**config.mk**
```make
export PLATFORM = sky130hd
export DESIGN_NAME = aes_req_arbiter
export DESIGN_NICKNAME = d
export VERILOG_FILES = /design/src/rtl/aes_arb_pkg.sv /design/src/rtl/aes_req_arbiter_tagline.sv /design/src/rtl/aes_req_arbiter.sv
export SDC_FILE = /design/constraint.sdc
export NUM_CORES = 1
export LEC_CHECK = 0
export CAP_MARGIN = 10
export CELL_PAD_IN_SITES_DETAIL_PLACEMENT = 1
export CELL_PAD_IN_SITES_GLOBAL_PLACEMENT = 1
export CORE_AREA = 4 4 257 259
export CTS_CLUSTER_DIAMETER = 120
export DETAILED_ROUTE_END_ITERATION = 8
export DIE_AREA = 0 0 261 263
export PLACE_DENSITY = 0.7
export SKIP_LAST_GASP = 1
export SYNTH_ARGS = -nofsm -noshare
export SYNTH_HDL_FRONTEND = slang
export SYNTH_HIERARCHICAL = 1
export SYNTH_SLANG_ARGS = --single-unit
```
**constraint.sdc**
```tcl
create_clock -name clk -period 1.8 [get_ports clk]
set_input_delay 0.27 -clock clk [delete_from_list [all_inputs] [get_ports clk]]
set_output_delay 0.27 -clock clk [all_outputs]
set_load 0.01 [all_outputs]
```
**src/rtl/aes_arb_pkg.sv**
```systemverilog
// Shared constants and types for the two-requester AES core arbiter.
package aes_arb_pkg;

  localparam int AES_BLK_W     = 128;
  localparam int LAT_DEFAULT   = 21;
  localparam int TAG_W_DEFAULT = 4;

  // Tag-line entry field widths: {vld, id, tag}
  localparam int ENT_VLD_W = 1;
  localparam int ENT_ID_W  = 1;

  typedef enum logic {
    REQ0 = 1'b0,
    REQ1 = 1'b1
  } req_id_e;

endpackage

```
**src/rtl/aes_req_arbiter_tagline.sv**
```systemverilog
// LATENCY-deep shift line of {vld, id, tag} entries; clr discards every in-flight entry.
module aes_arb_tagline
  import aes_arb_pkg::*;
#(
  parameter int LATENCY = LAT_DEFAULT,
  parameter int TAG_W   = TAG_W_DEFAULT
) (
  input  logic                clk,
  input  logic                clr,
  input  logic                in_vld,
  input  logic [ENT_ID_W-1:0] in_id,
  input  logic [TAG_W-1:0]    in_tag,
  output logic                out_vld,
  output logic [ENT_ID_W-1:0] out_id,
  output logic [TAG_W-1:0]    out_tag,
  output logic                any_vld
);

  logic [LATENCY-1:0] vld_line;
  logic [ENT_ID_W-1:0] id_line  [LATENCY];
  logic [TAG_W-1:0]    tag_line [LATENCY];

  always_ff @(posedge clk) begin
    if (clr) begin
      vld_line <= '0;
    end else begin
      vld_line[0] <= in_vld;
      for (int i = 1; i < LATENCY; i++) vld_line[i] <= vld_line[i-1];
    end
  end

  // id/tag are qualified by vld, so they shift freely without reset
  always_ff @(posedge clk) begin
    id_line[0]  <= in_id;
    tag_line[0] <= in_tag;
    for (int i = 1; i < LATENCY; i++) begin
      id_line[i]  <= id_line[i-1];
      tag_line[i] <= tag_line[i-1];
    end
  end

  assign out_vld = vld_line[LATENCY-1];
  assign out_id  = id_line[LATENCY-1];
  assign out_tag = tag_line[LATENCY-1];
  assign any_vld = |vld_line;

endmodule

```
**src/rtl/aes_req_arbiter.sv**
```systemverilog
// Round-robin sharing of one pipelined aes_128 core between two requesters.
// Optional performance counters are enabled with `define AES_ARB_PERF_CNT_EN.
module aes_req_arbiter
  import aes_arb_pkg::*;
#(
  parameter int LATENCY = LAT_DEFAULT,
  parameter int TAG_W   = TAG_W_DEFAULT
) (
  input  logic                 clk,
  input  logic                 rst,
  input  logic                 req0_valid,
  output logic                 req0_ready,
  input  logic [AES_BLK_W-1:0] req0_key,
  input  logic [TAG_W-1:0]     req0_tag,
  input  logic                 req1_valid,
  output logic                 req1_ready,
  input  logic [AES_BLK_W-1:0] req1_key,
  input  logic [TAG_W-1:0]     req1_tag,
  output logic                 rsp0_valid,
  output logic                 rsp1_valid,
  output logic [AES_BLK_W-1:0] rsp_data,
  output logic [TAG_W-1:0]     rsp_tag,
  output logic [AES_BLK_W-1:0] core_key,
  input  logic [AES_BLK_W-1:0] core_out,
  output logic                 busy
`ifdef AES_ARB_PERF_CNT_EN
  ,
  output logic [31:0]          issue_cnt0,
  output logic [31:0]          issue_cnt1,
  output logic [31:0]          stall_cnt
`endif
);

  logic    rr_ptr;
  logic    grant0, grant1;
  logic    hs0, hs1, hs;
  req_id_e win_id;

  logic                last_vld;
  logic [ENT_ID_W-1:0] last_id;
  logic [TAG_W-1:0]    last_tag;
  logic                line_busy;

  // A lone requester always wins; on a tie rr_ptr decides
  assign grant0 = req0_valid & (~req1_valid | (rr_ptr == REQ0));
  assign grant1 = req1_valid & (~req0_valid | (rr_ptr == REQ1));

  assign req0_ready = grant0 & ~rst;
  assign req1_ready = grant1 & ~rst;

  assign hs0    = req0_valid & req0_ready;
  assign hs1    = req1_valid & req1_ready;
  assign hs     = hs0 | hs1;
  assign win_id = hs1 ? REQ1 : REQ0;

  // Issue stage: register key into the core and advance the round-robin pointer
  always_ff @(posedge clk) begin
    if (rst) begin
      rr_ptr   <= 1'b0;
      core_key <= '0;
    end else if (hs) begin
      rr_ptr   <= ~win_id;
      core_key <= hs1 ? req1_key : req0_key;
    end
  end

  aes_arb_tagline #(
    .LATENCY (LATENCY),
    .TAG_W   (TAG_W)
  ) u_tagline (
    .clk     (clk),
    .clr     (rst),
    .in_vld  (hs),
    .in_id   (win_id),
    .in_tag  (hs1 ? req1_tag : req0_tag),
    .out_vld (last_vld),
    .out_id  (last_id),
    .out_tag (last_tag),
    .any_vld (line_busy)
  );

  // Response stage: capture the core result aligned with the last tag-line entry
  always_ff @(posedge clk) begin
    if (rst) begin
      rsp0_valid <= 1'b0;
      rsp1_valid <= 1'b0;
      rsp_data   <= '0;
      rsp_tag    <= '0;
    end else begin
      rsp0_valid <= last_vld & (last_id == REQ0);
      rsp1_valid <= last_vld & (last_id == REQ1);
      if (last_vld) begin
        rsp_data <= core_out;
        rsp_tag  <= last_tag;
      end
    end
  end

  assign busy = line_busy | rsp0_valid | rsp1_valid;

`ifdef AES_ARB_PERF_CNT_EN
  function automatic logic [31:0] sat_inc(input logic [31:0] v);
    return (v == 32'hFFFF_FFFF) ? v : v + 32'd1;
  endfunction

  always_ff @(posedge clk) begin
    if (rst) begin
      issue_cnt0 <= '0;
      issue_cnt1 <= '0;
      stall_cnt  <= '0;
    end else begin
      if (hs0) issue_cnt0 <= sat_inc(issue_cnt0);
      if (hs1) issue_cnt1 <= sat_inc(issue_cnt1);
      if ((req0_valid & ~req0_ready) | (req1_valid & ~req1_ready))
        stall_cnt <= sat_inc(stall_cnt);
    end
  end
`endif

endmodule

```
* After elaboration in Yosys (flattened, before gate mapping)
Memory sizes are Yosys's and may differ from the RTL's. A register that Yosys moved wholly into a read port is not among the register bits. Cells that the tools add are included.
Storage, ports and cells: memories kept 2, word-level logic and storage cells 31, bits of input ports 396, register bits after elaboration 280, RAM bits 105, output and inout bits 265
Memories:
- u_tagline.tag_line | depth 21, bits a word 4, read ports 21, clocked after memory_dff 1, write ports 21, RTL line aes_req_arbiter_tagline.sv:21 | logic [TAG_W-1:0] tag_line [LATENCY];
- u_tagline.id_line | depth 21, bits a word 1, read ports 21, clocked after memory_dff 0, write ports 21, RTL line aes_req_arbiter_tagline.sv:20 | logic [ENT_ID_W-1:0] id_line [LATENCY];
Cells by class: reduce and logical (&&, ||, !) cells 1, mux-type cells 3, bitwise operators 19
Operators with widths (count):
- $mux 128 | 1
- $reduce_or 21->1 | 1
- $and 1x1->1 | 8
- $not 1->1 | 6
- $or 1x1->1 | 5
- $mux 4 | 1
- $mux 1 | 1

* Logic depth before layout (Yosys ltp)
word-level depth 7, depth in mapped cells 6, depth with buffers taken out 4

* Hierarchy
Netlist, hierarchy kept.
Modules (own cells, without submodules):
- aes_req_arbiter | seq. area each 5265.0 µm², instances 1, area an instance 10764.1 µm², cells an instance 1044
- aes_arb_tagline | seq. area each 2522.4 µm², instances 1, area an instance 2738.9 µm², cells an instance 160

* Worst setup path before layout
No wires, ideal clock.
path kind reg2out, start point reg u_tagline.vld_line[7], end point out busy, slack -0.087 ns, data arrival time 1.617 ns, cell stages (with the launch flop) 4, required time 1.530 ns, path buffers 0, path through dfxtp_1 -> or4_1 -> or4_1 -> or3_1
Between the ends: cells in the longest elaborated chain, start to end 3
RTL lines:
- start, declared | RTL line aes_req_arbiter_tagline.sv:19 | logic [LATENCY-1:0] vld_line;
- start signal, assigned | RTL line aes_req_arbiter_tagline.sv:25 | vld_line <= '0;
- $reduce_or 21->1 | RTL line aes_req_arbiter_tagline.sv:45 | assign any_vld = |vld_line;
- net line_busy | RTL line aes_req_arbiter.sv:42 | logic line_busy;
- $or 1x1->1 (2 in series) | RTL line aes_req_arbiter.sv:99 | assign busy = line_busy | rsp0_valid | rsp1_valid;
- end, declared | RTL line aes_req_arbiter.sv:25 | output logic busy
The timed path passes the listed nets, and every way through them passes these cells.

* Final worst setup path
start point reg u_tagline.vld_line[9], end point out busy
The elaborated chain is that of the path after synthesis.

==> impl_metrics.tcl <==
set metrics [dict create \
    ys_seq_elements 389 \
    place_ws_ps -662 \
    insertion_delay_ps 570 \
    tightest_slew_ps 572 \
    cts_hold_buf 0 \
    cp_cell_sequence "or4_1, or4_1, or3_4, buf_6" \
    globalRouteOverflowTotal 0 \
    grt_max_degree 112 \
    dieHeight_um 263 \
    initial_core_util 0.211 \
    dp_hpwl_mm 44.9 \
    drt_iter0_drc 605 \
    wire_per_inst_um 22.0 \
    grt_use_met1 0.168 \
    synth_nets 1600 \
    io_buffers 660 \
    cp_slowest_stage_delay_ps 510 \
    min_from "rst" \
    setup-violations-final 1 \
    gp_congestion 0.874 \
    root_buffer "clkbuf_16" \
    hold_path.class "input pin to flop" \
    die_x_um 261 \
    drive_gt1_frac 0.0843 \
    synth_area_leaders "dfxtp_1, mux2i_1, a221o_1" \
    rr_startpoint "u_tagline/vld_line[20]" \
    cpMostUsedCell "or4_1" \
    grtUsageMet3 0.0590 \
    worstSetupPathType "flop to output port" \
    grt_pass1_vias 13100 \
    grt-busiest-layer "met2" \
    postPlaceCellArea_um2 21100 \
    cts_buffer_depth 3 \
    ff2ff_setup_slack_ps 70 \
    ant_nets 0 \
    fin_worst_skew_ps 16.0 \
    yosys_warnings 6 \
    coreArea_um2 63900 \
    rsz0062_at_grt "true" \
    seqPwrFrac 0.442 \
    yosysTopAreaCellShare 0.577 \
    combinationalPowerShare 0.116 \
    hold_depth 3 \
    drc 0 \
    grt_usage 0.162 \
    antenna_found_initial 15 \
    period_needed_ps 2580 \
    fin_crit_sh 1.44 \
    ir_worst_vdd_mv 0.574 \
    grt_pass1_wl_mm 85.4 \
    rr_worst_depth 4 \
    io_pins 661 \
    finalWirelength_mm 60.2 \
    max_freq_mhz 387 \
    yosys.area.top_type "dfxtp_1" \
    nets 2237 \
    synthCells 1204 \
    yosysUniqueCellTypes 28 \
    holdPathEnd "rr_ptr" \
    maxSlewHeadroom 0.609 \
    critPathRequiredTime_ps 1530 \
    end_kind "output port" \
    crit_path_top_delay_cell "or4_1" \
    vias_per_cell 4.47 \
    status "complete, but fails checks" \
    syn_to_final_growth_pct 68.9 \
    fp-row-count 93 \
    power.internal_mw 15.9 \
    leakagePower_nw 10.1 \
    finalMaxSlewViolations 0 \
    syn_area_per_cell_um2 11.2 \
    dieArea_um2 68600 \
    worstPathMaxFanout 2 \
    clk_pin_slew_worst_paths_ps 60 \
    final_area_um2 22800 \
    failed_checks "setup timing" \
    hold_violations 0 \
    h-tree-depth 2 \
    numCtsBuffers 44 \
    p_sw_mw 4.96 \
    syn_area_um2 13500 \
    cts_tree "yes" \
    critPathLaunch "u_tagline/vld_line[9]" \
    drtPass1Iterations 5 \
    grt_use_met2 0.285 \
    start_kind "flop" \
    p_per_area_nw_per_um2 913 \
    cp.arrival_ps 2310 \
    pwr-share-clk 0.442 \
    swShare 0.238 \
    cts.sinks 389 \
    ys_seq_area_frac 0.577 \
    timing.final.ws_setup_ps -784 \
    drv.max_cap_violation_count 0 \
    r2r-end "rsp_data[115]" \
    via_count 12200 \
]
-- what timing repair did --
item                                    in CTS  in global routing
endpoints found under the setup margin     210                112
pin swaps                                    4                  0
setup buffers                                3                  0
resized for setup                          122                 87
cloned                                       1                  1
-- metal layers --
layer | part of all wire | vias to the layer above
met4 | 0.047 | 2
met2 | 0.50 | 583
met5 | 0.00022 | -
li1 | - | 5650
met3 | 0.094 | 107
met1 | 0.36 | 5901
-- metrics by stage --
| step | power (mW) | hold WS (ps) | setup TNS, ps | utilization | instances |
|---|---|---|---|---|---|
| 2_1_floorplan | 10.1 | 310 | 0 | - | 1204 |
| 3_3_place_gp | 11.8 | 310 | -28660 | 0.330 | 2646 |
| 3_5_place_dp | 11.9 | 313 | -31820 | 0.330 | 2646 |
| 4_1_cts | 21.2 | 177 | -914 | 0.353 | 2729 |
| 5_1_grt | 21.7 | 204 | -945 | 0.357 | 2738 |
| 6_report | 20.8 | 233 | -784 | 0.357 | 2739 |
-- logic make-up (layout without fill, tap and decap cells) --
family | Yosys count | count (layout) | share of synthesized area
AOI/OAI and AO/OA | 258 | 258 | 0.183
buffers and inverters | 251 | 921 | 0.0839
DFF | 389 | 389 | 0.577
muxes | 136 | 136 | 0.101
other | 0 | 10 | 0
and+or+nand+nor | 170 | 170 | 0.0551
-- layout by cell type, fill, tap and decap left out, drive strengths merged --
master / count
and3b: 1
clkdlybuf4s15: 1
diode: 10
nand2: 1
dlymetal6s2s: 75
clkinv: 13
dlygate4sd2: 101
bufbuf: 1
nor3: 2
mux2: 4
clkdlybuf4s50: 478
nor3b: 1
or4: 2
or3: 1
nor2b: 22
a221o: 128
mux2i: 132
a2111oi: 128
a211oi: 1
nor4: 3
clkbuf: 63
nand4: 1
nor2: 134
bufinv: 3
inv: 131
buf: 53
a21oi: 1
dfxtp: 389
clkinvlp: 2
nand2b: 2
-- synth_stat cells --
library cell    n
a2111oi_0     119
a2111oi_2       9
a211oi_1        1
a21oi_1         1
a221o_1       128
and3b_1         1
buf_1           1
buf_2          51
buf_4           6
buf_6          14
clkbuf_1       48
dfxtp_1       389
inv_1         129
inv_2           2
mux2_2          4
mux2i_1       132
nand2_4         1
nand2b_1        2
nand4_1         1
nor2_1        134
nor2b_1        21
nor2b_2         1
nor3_1          1
nor3_2          1
nor3b_1         1
nor4_1          3
or3_1           1
or4_1           2
-- critical path: cells and delay by family, from the launching register on --
| kind | cells | cell delay (ps) |
|---|---|---|
| simple gates | 3 | 1320 |
| buf+inv | 1 | 130 |
| flops | 1 | 300 |
-- worst max path at each step --
stage | cells past startpoint | end | slack (ps)
after global placement | 5 | busy | -560
after floorplan | 3 | busy | 30
final | 4 | busy | -780
after global routing | 4 | busy | -890
after CTS | 4 | busy | -850
after detailed placement | 5 | busy | -660
-- area by class of cell --
| type | instances | area (um2) |
|---|---|---|
| tap | 855 | 1070 |
| clock buffer | 61 | 1270 |
| clock inverter | 18 | 239 |
| antenna | 10 | 25.0 |
| inverter | 131 | 497 |
| timing repair buffer | 711 | 7270 |
| fill | 6987 | 41100 |
| sequential | 389 | 7800 |
| multi-input combinational | 564 | 4630 |
-- sequential cells by signal (all words and copies together) (netlist names) --
register	count
core_key	128
rr_ptr	1
rsp0_valid	1
rsp1_valid	1
rsp_data	128
rsp_tag	4
u_tagline/id_line	21
u_tagline/tag_line	84
u_tagline/vld_line	21
-- power groups by stage --
stage / registers [mW] / clock network [mW] / logic, mW
finish: 9.21 / 9.19 / 2.42
global route: 9.25 / 9.93 / 2.57
CTS: 9.21 / 9.54 / 2.44
detailed placement: 9.39 / 0 / 2.47
global placement: 9.39 / 0 / 2.44
floorplan: 9.46 / 0 / 0.653
(Power assumes the default switching activity.)
